File: src/rtl/riscv_top_pkg.sv
// riscv_top_pkg: shared constants, state encodings and the bit-period helper
// for the riscv_top UART echo block.
package riscv_top_pkg;

   localparam int         FIFO_DEPTH      = 16;
   localparam int         FIFO_AW         = 4;
   localparam logic [7:0] INJECT_BYTE     = 8'h52;
   localparam int         SIM_DIV         = 4;
   localparam int         SIM_DEBOUNCE    = 4;
   localparam int         DEBOUNCE_CYCLES = 1 << 20;

   typedef enum logic [1:0] {
      RX_IDLE,
      RX_START,
      RX_DATA,
      RX_STOP
   } rx_state_e;

   typedef enum logic [1:0] {
      TX_IDLE,
      TX_START,
      TX_DATA,
      TX_STOP
   } tx_state_e;

   function automatic int bitPeriod(input int sim, input int clkHz, input int baud);
      return (sim != 0) ? SIM_DIV : clkHz / baud;
   endfunction

endpackage

File: src/rtl/riscv_top_debounce.sv
// riscv_top_debounce: synchronises a raw push-button and only follows it once
// the synchronised level has differed from the output for STABLE_CYCLES cycles.
module riscv_top_debounce #(
   parameter int STABLE_CYCLES = 4
) (
   input  logic clk_i,
   input  logic rst_ni,
   input  logic raw_i,
   output logic level_o
);

   localparam int            CW   = $clog2(STABLE_CYCLES + 1);
   localparam logic [CW-1:0] LAST = CW'(STABLE_CYCLES - 1);

   logic          rawMeta_q;
   logic          rawSync_q;
   logic          level_q;
   logic [CW-1:0] stableCnt_q;

   always_ff @(posedge clk_i or negedge rst_ni) begin
      if (!rst_ni) begin
         rawMeta_q   <= 1'b0;
         rawSync_q   <= 1'b0;
         level_q     <= 1'b0;
         stableCnt_q <= '0;
      end else begin
         rawMeta_q <= raw_i;
         rawSync_q <= rawMeta_q;
         // Any bounce back to the current level restarts the stability window.
         if (rawSync_q == level_q) begin
            stableCnt_q <= '0;
         end else if (stableCnt_q == LAST) begin
            level_q     <= rawSync_q;
            stableCnt_q <= '0;
         end else begin
            stableCnt_q <= stableCnt_q + 1'b1;
         end
      end
   end

   assign level_o = level_q;

endmodule

File: src/rtl/riscv_top.sv
// riscv_top: 8N1 UART receiver feeding a 16-entry FIFO drained by a transmitter,
// with pause/inject buttons and status lamps. Define RISCV_TOP_BTNR_INJECT_EN to enable btnR inject.
module riscv_top
   import riscv_top_pkg::*;
#(
   parameter int SIM    = 0,
   parameter int CLK_HZ = 100000000,
   parameter int BAUD   = 115200
) (
   input  logic        EXCLK,
   input  logic        btnC,
   input  logic        btnL,
   input  logic        btnR,
   input  logic        Rx,
   output logic        Tx,
   output logic [15:0] led
);

   localparam int          DIV       = bitPeriod(SIM, CLK_HZ, BAUD);
   localparam int          DEB       = (SIM != 0) ? SIM_DEBOUNCE : DEBOUNCE_CYCLES;
   localparam logic [15:0] DIV_LAST  = 16'(DIV - 1);
   localparam logic [15:0] HALF_LAST = 16'(DIV / 2 - 1);

   logic btnLLevel;
   logic btnRLevel;
   logic btnLPrev_q;
   logic pause_q;

   logic        rxMeta_q;
   logic        rxSync_q;
   logic        rxPrev_q;
   rx_state_e   rxState_q;
   logic [15:0] rxCnt_q;
   logic [2:0]  rxBit_q;
   logic [7:0]  rxShift_q;
   logic        rxValid_q;
   logic [7:0]  rxByte_q;
   logic [7:0]  lastByte_q;

   logic [7:0]         fifoMem [FIFO_DEPTH];
   logic [FIFO_AW-1:0] wrPtr_q;
   logic [FIFO_AW-1:0] rdPtr_q;
   logic [4:0]         fifoCount_q;
   logic [4:0]         fifoCount_d;
   logic               overflow_q;
   logic               fifoFull;
   logic               fifoEmpty;
   logic               push;
   logic               pushOk;
   logic               pop;
   logic [7:0]         pushData;

   tx_state_e   txState_q;
   logic [15:0] txCnt_q;
   logic [2:0]  txBit_q;
   logic [7:0]  txShift_q;
   logic        txLine_q;
   logic        txBusy;

   riscv_top_debounce #(.STABLE_CYCLES(DEB)) uDebounceL (
      .clk_i   (EXCLK),
      .rst_ni  (btnC),
      .raw_i   (btnL),
      .level_o (btnLLevel)
   );

   riscv_top_debounce #(.STABLE_CYCLES(DEB)) uDebounceR (
      .clk_i   (EXCLK),
      .rst_ni  (btnC),
      .raw_i   (btnR),
      .level_o (btnRLevel)
   );

   always_ff @(posedge EXCLK or negedge btnC) begin
      if (!btnC) begin
         btnLPrev_q <= 1'b0;
         pause_q    <= 1'b0;
      end else begin
         btnLPrev_q <= btnLLevel;
         if (btnLLevel && !btnLPrev_q) begin
            pause_q <= ~pause_q;
         end
      end
   end

   // Start is confirmed at half a bit; every later sample lands on a bit centre.
   always_ff @(posedge EXCLK or negedge btnC) begin
      if (!btnC) begin
         rxMeta_q   <= 1'b1;
         rxSync_q   <= 1'b1;
         rxPrev_q   <= 1'b1;
         rxState_q  <= RX_IDLE;
         rxCnt_q    <= '0;
         rxBit_q    <= '0;
         rxShift_q  <= '0;
         rxValid_q  <= 1'b0;
         rxByte_q   <= '0;
         lastByte_q <= '0;
      end else begin
         rxMeta_q  <= Rx;
         rxSync_q  <= rxMeta_q;
         rxPrev_q  <= rxSync_q;
         rxValid_q <= 1'b0;
         if (rxValid_q) begin
            lastByte_q <= rxByte_q;
         end
         case (rxState_q)
            RX_IDLE: begin
               if (rxPrev_q && !rxSync_q) begin
                  rxState_q <= RX_START;
                  rxCnt_q   <= '0;
               end
            end
            RX_START: begin
               if (rxCnt_q == HALF_LAST) begin
                  rxCnt_q   <= '0;
                  rxBit_q   <= '0;
                  rxState_q <= rxSync_q ? RX_IDLE : RX_DATA;
               end else begin
                  rxCnt_q <= rxCnt_q + 16'd1;
               end
            end
            RX_DATA: begin
               if (rxCnt_q == DIV_LAST) begin
                  rxCnt_q   <= '0;
                  rxShift_q <= {rxSync_q, rxShift_q[7:1]};
                  rxBit_q   <= rxBit_q + 3'd1;
                  if (rxBit_q == 3'd7) begin
                     rxState_q <= RX_STOP;
                  end
               end else begin
                  rxCnt_q <= rxCnt_q + 16'd1;
               end
            end
            RX_STOP: begin
               if (rxCnt_q == DIV_LAST) begin
                  rxCnt_q   <= '0;
                  rxState_q <= RX_IDLE;
                  if (rxSync_q) begin
                     rxValid_q <= 1'b1;
                     rxByte_q  <= rxShift_q;
                  end
               end else begin
                  rxCnt_q <= rxCnt_q + 16'd1;
               end
            end
            default: rxState_q <= RX_IDLE;
         endcase
      end
   end

`ifdef RISCV_TOP_BTNR_INJECT_EN
   logic btnRPrev_q;
   logic injectPending_q;
   logic injectReq;

   // A received byte wins the write port; an inject waits one cycle behind it.
   assign injectReq = (btnRLevel && !btnRPrev_q) || injectPending_q;
   assign push      = rxValid_q || injectReq;
   assign pushData  = rxValid_q ? rxByte_q : INJECT_BYTE;

   always_ff @(posedge EXCLK or negedge btnC) begin
      if (!btnC) begin
         btnRPrev_q      <= 1'b0;
         injectPending_q <= 1'b0;
      end else begin
         btnRPrev_q      <= btnRLevel;
         injectPending_q <= rxValid_q && injectReq;
      end
   end
`else
   logic unusedBtnR;

   assign unusedBtnR = btnRLevel;
   assign push       = rxValid_q;
   assign pushData   = rxByte_q;
`endif

   assign fifoEmpty = (fifoCount_q == 5'd0);
   assign fifoFull  = (fifoCount_q == 5'(FIFO_DEPTH));
   assign pop       = (txState_q == TX_IDLE) && !pause_q && !fifoEmpty;
   assign pushOk    = push && (!fifoFull || pop);

   always_comb begin
      fifoCount_d = fifoCount_q;
      if (pushOk && !pop) begin
         fifoCount_d = fifoCount_q + 5'd1;
      end else if (!pushOk && pop) begin
         fifoCount_d = fifoCount_q - 5'd1;
      end
   end

   always_ff @(posedge EXCLK) begin
      if (pushOk) begin
         fifoMem[wrPtr_q] <= pushData;
      end
   end

   always_ff @(posedge EXCLK or negedge btnC) begin
      if (!btnC) begin
         wrPtr_q     <= '0;
         rdPtr_q     <= '0;
         fifoCount_q <= '0;
         overflow_q  <= 1'b0;
      end else begin
         fifoCount_q <= fifoCount_d;
         if (pushOk) begin
            wrPtr_q <= wrPtr_q + 1'b1;
         end
         if (pop) begin
            rdPtr_q <= rdPtr_q + 1'b1;
         end
         if (push && !pushOk) begin
            overflow_q <= 1'b1;
         end
      end
   end

   // The line register drives Tx directly, so each bit lasts exactly DIV cycles.
   always_ff @(posedge EXCLK or negedge btnC) begin
      if (!btnC) begin
         txState_q <= TX_IDLE;
         txCnt_q   <= '0;
         txBit_q   <= '0;
         txShift_q <= '0;
         txLine_q  <= 1'b1;
      end else begin
         case (txState_q)
            TX_IDLE: begin
               if (pop) begin
                  txShift_q <= fifoMem[rdPtr_q];
                  txLine_q  <= 1'b0;
                  txCnt_q   <= '0;
                  txState_q <= TX_START;
               end
            end
            TX_START: begin
               if (txCnt_q == DIV_LAST) begin
                  txCnt_q   <= '0;
                  txBit_q   <= '0;
                  txLine_q  <= txShift_q[0];
                  txShift_q <= txShift_q >> 1;
                  txState_q <= TX_DATA;
               end else begin
                  txCnt_q <= txCnt_q + 16'd1;
               end
            end
            TX_DATA: begin
               if (txCnt_q == DIV_LAST) begin
                  txCnt_q <= '0;
                  if (txBit_q == 3'd7) begin
                     txLine_q  <= 1'b1;
                     txState_q <= TX_STOP;
                  end else begin
                     txLine_q  <= txShift_q[0];
                     txShift_q <= txShift_q >> 1;
                     txBit_q   <= txBit_q + 3'd1;
                  end
               end else begin
                  txCnt_q <= txCnt_q + 16'd1;
               end
            end
            TX_STOP: begin
               if (txCnt_q == DIV_LAST) begin
                  txCnt_q   <= '0;
                  txState_q <= TX_IDLE;
               end else begin
                  txCnt_q <= txCnt_q + 16'd1;
               end
            end
            default: txState_q <= TX_IDLE;
         endcase
      end
   end

   assign txBusy = (txState_q != TX_IDLE);
   assign Tx     = txLine_q;
   assign led    = {overflow_q, txBusy, pause_q, fifoCount_q, lastByte_q};

endmodule

File: config.mk
export PLATFORM = sky130hd
export DESIGN_NAME = riscv_top
export DESIGN_NICKNAME = d
export VERILOG_FILES = /design/src/rtl/riscv_top_pkg.sv /design/src/rtl/riscv_top_debounce.sv /design/src/rtl/riscv_top.sv
export SDC_FILE = /design/constraint.sdc
export NUM_CORES = 1
export LEC_CHECK = 0
export BUFFER_PORTS_ARGS = -buffer_cell sky130_fd_sc_hd__clkbuf_2
export CELL_PAD_IN_SITES_DETAIL_PLACEMENT = 1
export CELL_PAD_IN_SITES_GLOBAL_PLACEMENT = 1
export CORE_ASPECT_RATIO = 1.4
export CORE_MARGIN = 1
export CORE_UTILIZATION = 25
export DETAILED_ROUTE_END_ITERATION = 7
export GPL_ROUTABILITY_DRIVEN = 0
export HOLD_SLACK_MARGIN = 0.06
export PLACE_DENSITY_LB_ADDON = 0.1
export SLEW_MARGIN = 30
export SYNTH_ARGS = -nofsm -noshare
export SYNTH_HDL_FRONTEND = slang
export SYNTH_HIERARCHICAL = 1
export SYNTH_SLANG_ARGS = --single-unit
File: constraint.sdc
create_clock -name EXCLK -period 3.12 [get_ports EXCLK]
set_clock_uncertainty 0.15 [all_clocks]
set_input_delay 0.468 -clock EXCLK [delete_from_list [all_inputs] [get_ports EXCLK]]
set_output_delay 0.468 -clock EXCLK [all_outputs]
set_load 0.01 [all_outputs]
# After elaboration in Yosys (flattened, before gate mapping)
# Memory sizes are Yosys's and may differ from the RTL's.
# Cells that the tools add are included.
[totals]
ff_bits = 119
ramBits = 128
in_bits = 5
out_inout_bits = 17
mem_count = 1
[op_classes]
addsub = 9
eq_ne = 25
n_mux = 46
bitwise = 2
reduce_logical = 35
[mem_list]
columns = ["memory", "words", "width", "rd", "rd_clocked_by_memory_dff", "wr", "line", "rtl"]
rows = [
  ["fifoMem", 16, 8, 1, 0, 1, "riscv_top.sv:40", "logic [7:0] fifoMem [FIFO_DEPTH];"],
]
[ops]
columns = ["op", "n"]
rows = [
  ["$mux W16", 5],
  ["$pmux W16 S3", 1],
  ["$mux W21", 2],
  ["$add A16 B1 Y16 const B", 2],
  ["$eq A16 B10 Y1 const B", 2],
  ["$mux W8", 4],
  ["$pmux W16 S2", 1],
  ["$pmux W8 S3", 1],
  ["$mux W2", 11],
  ["$ne A2 B2 Y1 const B", 11],
  ["$add A21 B1 Y21 const B", 1],
  ["$eq A21 B20 Y1 const B", 1],
  ["$eq A16 B9 Y1 const B", 1],
  ["$pmux W2 S4", 2],
  ["$mux W3", 5],
  ["$reduce_and A5 Y1", 3],
  ["$pmux W3 S2", 2],
  ["$mux W5", 2],
  ["$mux W1", 9],
  ["$add A4 B1 Y4 const B", 2],
  ["$eq A2 B2 Y1 const B", 4],
  ["$logic_and A1 B1 Y1", 8],
  ["$reduce_and A4 Y1", 2],
  ["$reduce_bool A2 Y1", 4],
  ["18 further kinds", 31],
]

# Depth between registers and ports, before layout
[logic_depth]
ltp_word = 9
ltp_mapped = 12
mapped_depth_nobuf = 12

# Modules after synthesis
# The synthesis kept the hierarchy.
[modules_own_cells]
columns = ["mod", "n_inst", "cells_each", "area_each_um2"]
rows = [
  ["riscv_top", 1, 674, 9718.1],
  ["riscv_top_debounce", 1, 110, 1166.1],
]

# Least setup slack after synthesis
# OpenSTA, ideal clock, no wires.
[synth_timing]
kind = "reg2reg"
start = "register txState_q[0]"
end = "register fifoCount_q[4]"
setup_ns = 0.123
arrival_time_ns = 2.619
required_time_ns = 2.847
path_slack_ns = 0.229
path_stages_with_launch = 13
period_less_slack_ns = 2.891
cell_sequence = "dfrtp_1 > inv_1 > ha_1 > nand2b_1 > a31oi_1 > ha_1 > inv_1 > fa_1 > a21o_1 > a21oi_1 > xnor2_1 > nor2_1 > xnor2_1"
[synth_between]
elab_chain_len = 8
[synth_rtl]
columns = ["element", "line", "rtl"]
rows = [
  ["from (decl)", "riscv_top.sv:53", "tx_state_e txState_q;"],
  ["from (signal assigned)", "riscv_top.sv:222", "txState_q <= TX_IDLE;"],
  ["from (signal assigned)", "riscv_top.sv:234", "txState_q <= TX_START;"],
  ["from (signal assigned)", "riscv_top.sv:243", "txState_q <= TX_DATA;"],
  ["$logic_not A2 Y1 (*)", "riscv_top.sv:181", "assign pop = (txState_q == TX_IDLE) && !pause_q && !fifoEmpty;"],
  ["$logic_and A1 B1 Y1 (*) (2 in series)", "riscv_top.sv:181", ""],
  ["$logic_or A1 B1 Y1 (*)", "riscv_top.sv:182", "assign pushOk = push && (!fifoFull || pop);"],
  ["$logic_and A1 B1 Y1 (*)", "riscv_top.sv:182", ""],
  ["net pushOk", "riscv_top.sv:49", "logic pushOk;"],
  ["$logic_not A1 Y1", "riscv_top.sv:188", "end else if (!pushOk && pop) begin"],
  ["$logic_and A1 B1 Y1", "riscv_top.sv:188", ""],
  ["$reduce_bool A2 Y1 (no source line)", "n/a", ""],
  ["to (signal assigned)", "riscv_top.sv:206", "fifoCount_q <= fifoCount_d;"],
  ["to (decl)", "riscv_top.sv:43", "logic [4:0] fifoCount_q;"],
]
# Mark *: on every way through the listed nets, which the timed path passes. The rest lies on a longest branch.
# A chain may end at the register's enable or synchronous reset.

# Worst setup path after layout
[layout_timing]
start = "register fifoCount_q[1]"
end = "register fifoCount_q[4]"
[layout_between]
elab_chain_len = 8
[layout_rtl]
columns = ["element"]
rows = [
  ["parallel branches: the longest is 8 deep, another holds $sub A5 B1 Y5"],
]
# Parallel ways; which one is timed is not known. The select of a mux whose other input is x is not followed.

==> impl_metrics.toml <==
[outcome]
outcome = "finished, final reports clean"

[global_routing]
grtUsageTotal = 0.126
grt_pass1_wl_um = 43000
overflow = 0
grt_pass1_vias = 7334
grt_max_degree = 48
antenna_found_initial = 0

[place]
dpl.cell_count = 1350
placed_cell_area_um2 = 11700
io_buffer_count = 20
dp_hpwl_um = 18300

[detailed_routing]
vias = 6499
via_per_inst = 4.62
drt_iter0_markers = 224
routedWlPerCell_um = 19.0
finalWirelength_um = 26700
antenna_left = 0
drcViolationCount = 0
drtPass1Iterations = 4

[clocking]
clkTransAtPathRegs_ns = 0.06
cts_tree = "built"
h-tree-depth = 1
cts_buffer_depth = 3
insertion_delay_ns = 0.57
numCtsBuffers = 29
cts_root_buffer = "clkbuf_16"
post_cts_resized = 0
cts_num_sinks = 247

[critical_path]
start_kind = "flop"
required_ns = 3.42
end_kind = "flop"
cp_max_fo = 5
critical_path.startpoint = "fifoCount_q[1]"
cp_slowest_cell = "nor4_2"
arrival_ns = 3.21
timing.rr.start = "fifoCount_q[1]"
path_cells = "nor4_2, a21oi_1, nand2_1, ha_1, inv_1, fa_1, a21o_1, a21oi_1, xnor2_1, nor2_1, xnor2_1"
worst-setup-path-type = "flop to flop"
cp_slowest_stage_delay_ns = 0.46

[yosys]
yosys_register_bits = 247
synth_edf_count = 128
ys_seq_area_frac = 0.627
syn_nets = 812
synth-main-ff-cell = "edfxtp_1"
synth_area_leader_cell = "edfxtp_1"
yosysWarnings = 6
synthTopCellsByArea = "edfxtp_1 35%, dfrtp_1 26%, mux4_2 5.8%"
synth_common_cells = "128 x edfxtp_1, 115 x dfrtp_1, 58 x o21ai_0"
syn-cell-area_um2 = 10900
yosys.area.top_type_share = 0.353
async_reset_ff_frac = 0.482
yosysMostFrequentCell = "edfxtp_1"
syn_avg_cell_area_um2 = 13.9
synthCells = 784
synth_cell_types = 66

[sta]
period_minus_slack_ns = 2.91
fin_hold_ws_ns = 0.192
grt_setup_unrepaired = "false"
timing.fmax_mhz = 344
finalCritPeriodShare = 0.932
hold_viol = 0
setup_viol = 0
slew_headroom = 0.445
tns_ns = 0
tightest_slew_ns = 0.829
maxSlewViolCount = 0

[power]
internal_power_uw = 5700
p_sw_uw = 1610
p_per_area_nw_per_um2 = 573
seq_power_share = 0.476
p_leak_uw = 0.00450
pwr-share-clk = 0.487
combPwrFrac = 0.037
vdd_drop_max_v = 0.000365
p_sw_frac = 0.220

[layout]
finalInstanceArea_um2 = 12800
multi_input_area_um2 = 3780
diodes = 0
area_delta_synth_final_pct = 17.3
area.sequential_um2 = 6830
stdcell_count = 1407
layout-drive-gt1-share = 0.206
fillers = 4634
nets = 860

[die]
row_count = 90
pin_count = 22
start_util = 0.253
coreArea_um2 = 43000
die_area_um2 = 44400
die-height_um = 249
dieWidth_um = 178

[flow_run]
maxCapViolCount = 0

[worst_hold_path]
hold_start = "rxMeta_q"
min_path_type = "flop to flop"
[power by group through the flow]
stage | clock network (uW) | registers (uW) | logic [uW]
5_1_grt | 3820 | 3480 | 316
3_3_place_gp | 0 | 3540 | 272
4_1_cts | 3690 | 3480 | 286
6_report | 3560 | 3480 | 272
2_1_floorplan | 0 | 3530 | 169
3_5_place_dp | 0 | 3540 | 282
[state kept, by name, summed over array words and instances, names as in the netlist, 5 cells and up, named ones only]
register and count:
fifoMem 128, uDebounceL/stableCnt_q 21, rxCnt_q 16, txCnt_q 16, lastByte_q 8, pushData 8, rxShift_q 8, txShift_q 8
fifoCount_q 5
[metrics by stage]
stage | power (uW) | setup WS (ns) | utilization
floorplan | 3700 | 0.229 | -
global placement | 3810 | 0.255 | 0.273
detailed placement | 3830 | 0.204 | 0.273
CTS | 7450 | 0.163 | 0.297
global route | 7620 | 0.00908 | 0.297
finish | 7310 | 0.213 | 0.297
[final cells by class]
cell class / instances / area share
flip-flops and latches: 247 / 0.535
multi-input cells: 477 / 0.296
clock inverters: 17 / 0.0170
inverters: 25 / 0.00735
clock buffers: 37 / 0.0607
repair buffers: 52 / 0.0304
well taps: 552 / 0.0541
[path summary, 6_finish.rpt]
check / to / slack [ns] / cells after the start
max in group asynchronous: Tx / 1.78 / 3
max: fifoCount_q[4] / 0.21 / 11
max reg2reg: fifoCount_q[4] / 0.21 / 11
min: rxSync_q / 0.19 / 0
min reg2reg: rxSync_q / 0.19 / 0
min in group asynchronous: txCnt_q[5] / 0.27 / 2
[layout by cell type, fill, tap and decap left out, types with 7 or more instances in the layout]
cell type / n
nand2b_1: 7
inv_1: 24
nor4_1: 8
dfrtp_1: 114
ha_1: 22
edfxtp_1: 128
nand3_1: 19
o21ai_0: 58
clkbuf_2: 19
o31ai_1: 9
clkbuf_16: 29
mux4_2: 28
xnor2_1: 21
a21oi_1: 20
mux2_2: 29
nor2_1: 44
nor3_1: 16
buf_4: 27
nand2_1: 52
nand4_1: 13
nor2b_1: 7
mux2i_1: 23
and3_1: 7
xor2_1: 11
and2_1: 11
[layer usage]
metal | GRT usage | vias up | routed length (um)
met5 | 0 | - | 0
met4 | 0.0320 | 0 | 431
met3 | 0.0249 | 32 | 1020
met2 | 0.241 | 64 | 14900
met1 | 0.140 | 3367 | 10300
li1 | - | 3036 | -
[repair_timing]
item	CTS	global route
hold buffers	3	0
endpoints found under the hold margin	36	0
buffers inserted	0	0
[critical path: cells and delay by family, from the launching register on]
kind | cells | cell delay, ns
buffers and inverters | 1 | 0.11
xor gates and xnor gates | 2 | 0.28
AOI/OAI and AO/OA | 3 | 0.56
DFF | 1 | 0.44
adders and majority gates | 2 | 0.60
and+or+nand+nor | 3 | 0.65
[cells by family (layout without fill, tap and decap cells)]
family / after synthesis / count (layout) / share of synthesized area
adders and majority gates: 23 / 23 / 0.0271
AOI/OAI and AO/OA: 125 / 125 / 0.0727
DFF: 247 / 247 / 0.627
xor gates and xnor gates: 32 / 32 / 0.0258
muxes: 86 / 86 / 0.117
and+or+nand+nor: 211 / 211 / 0.104
buffers and inverters: 60 / 131 / 0.0259
Power figures use the tool's default switching activity.
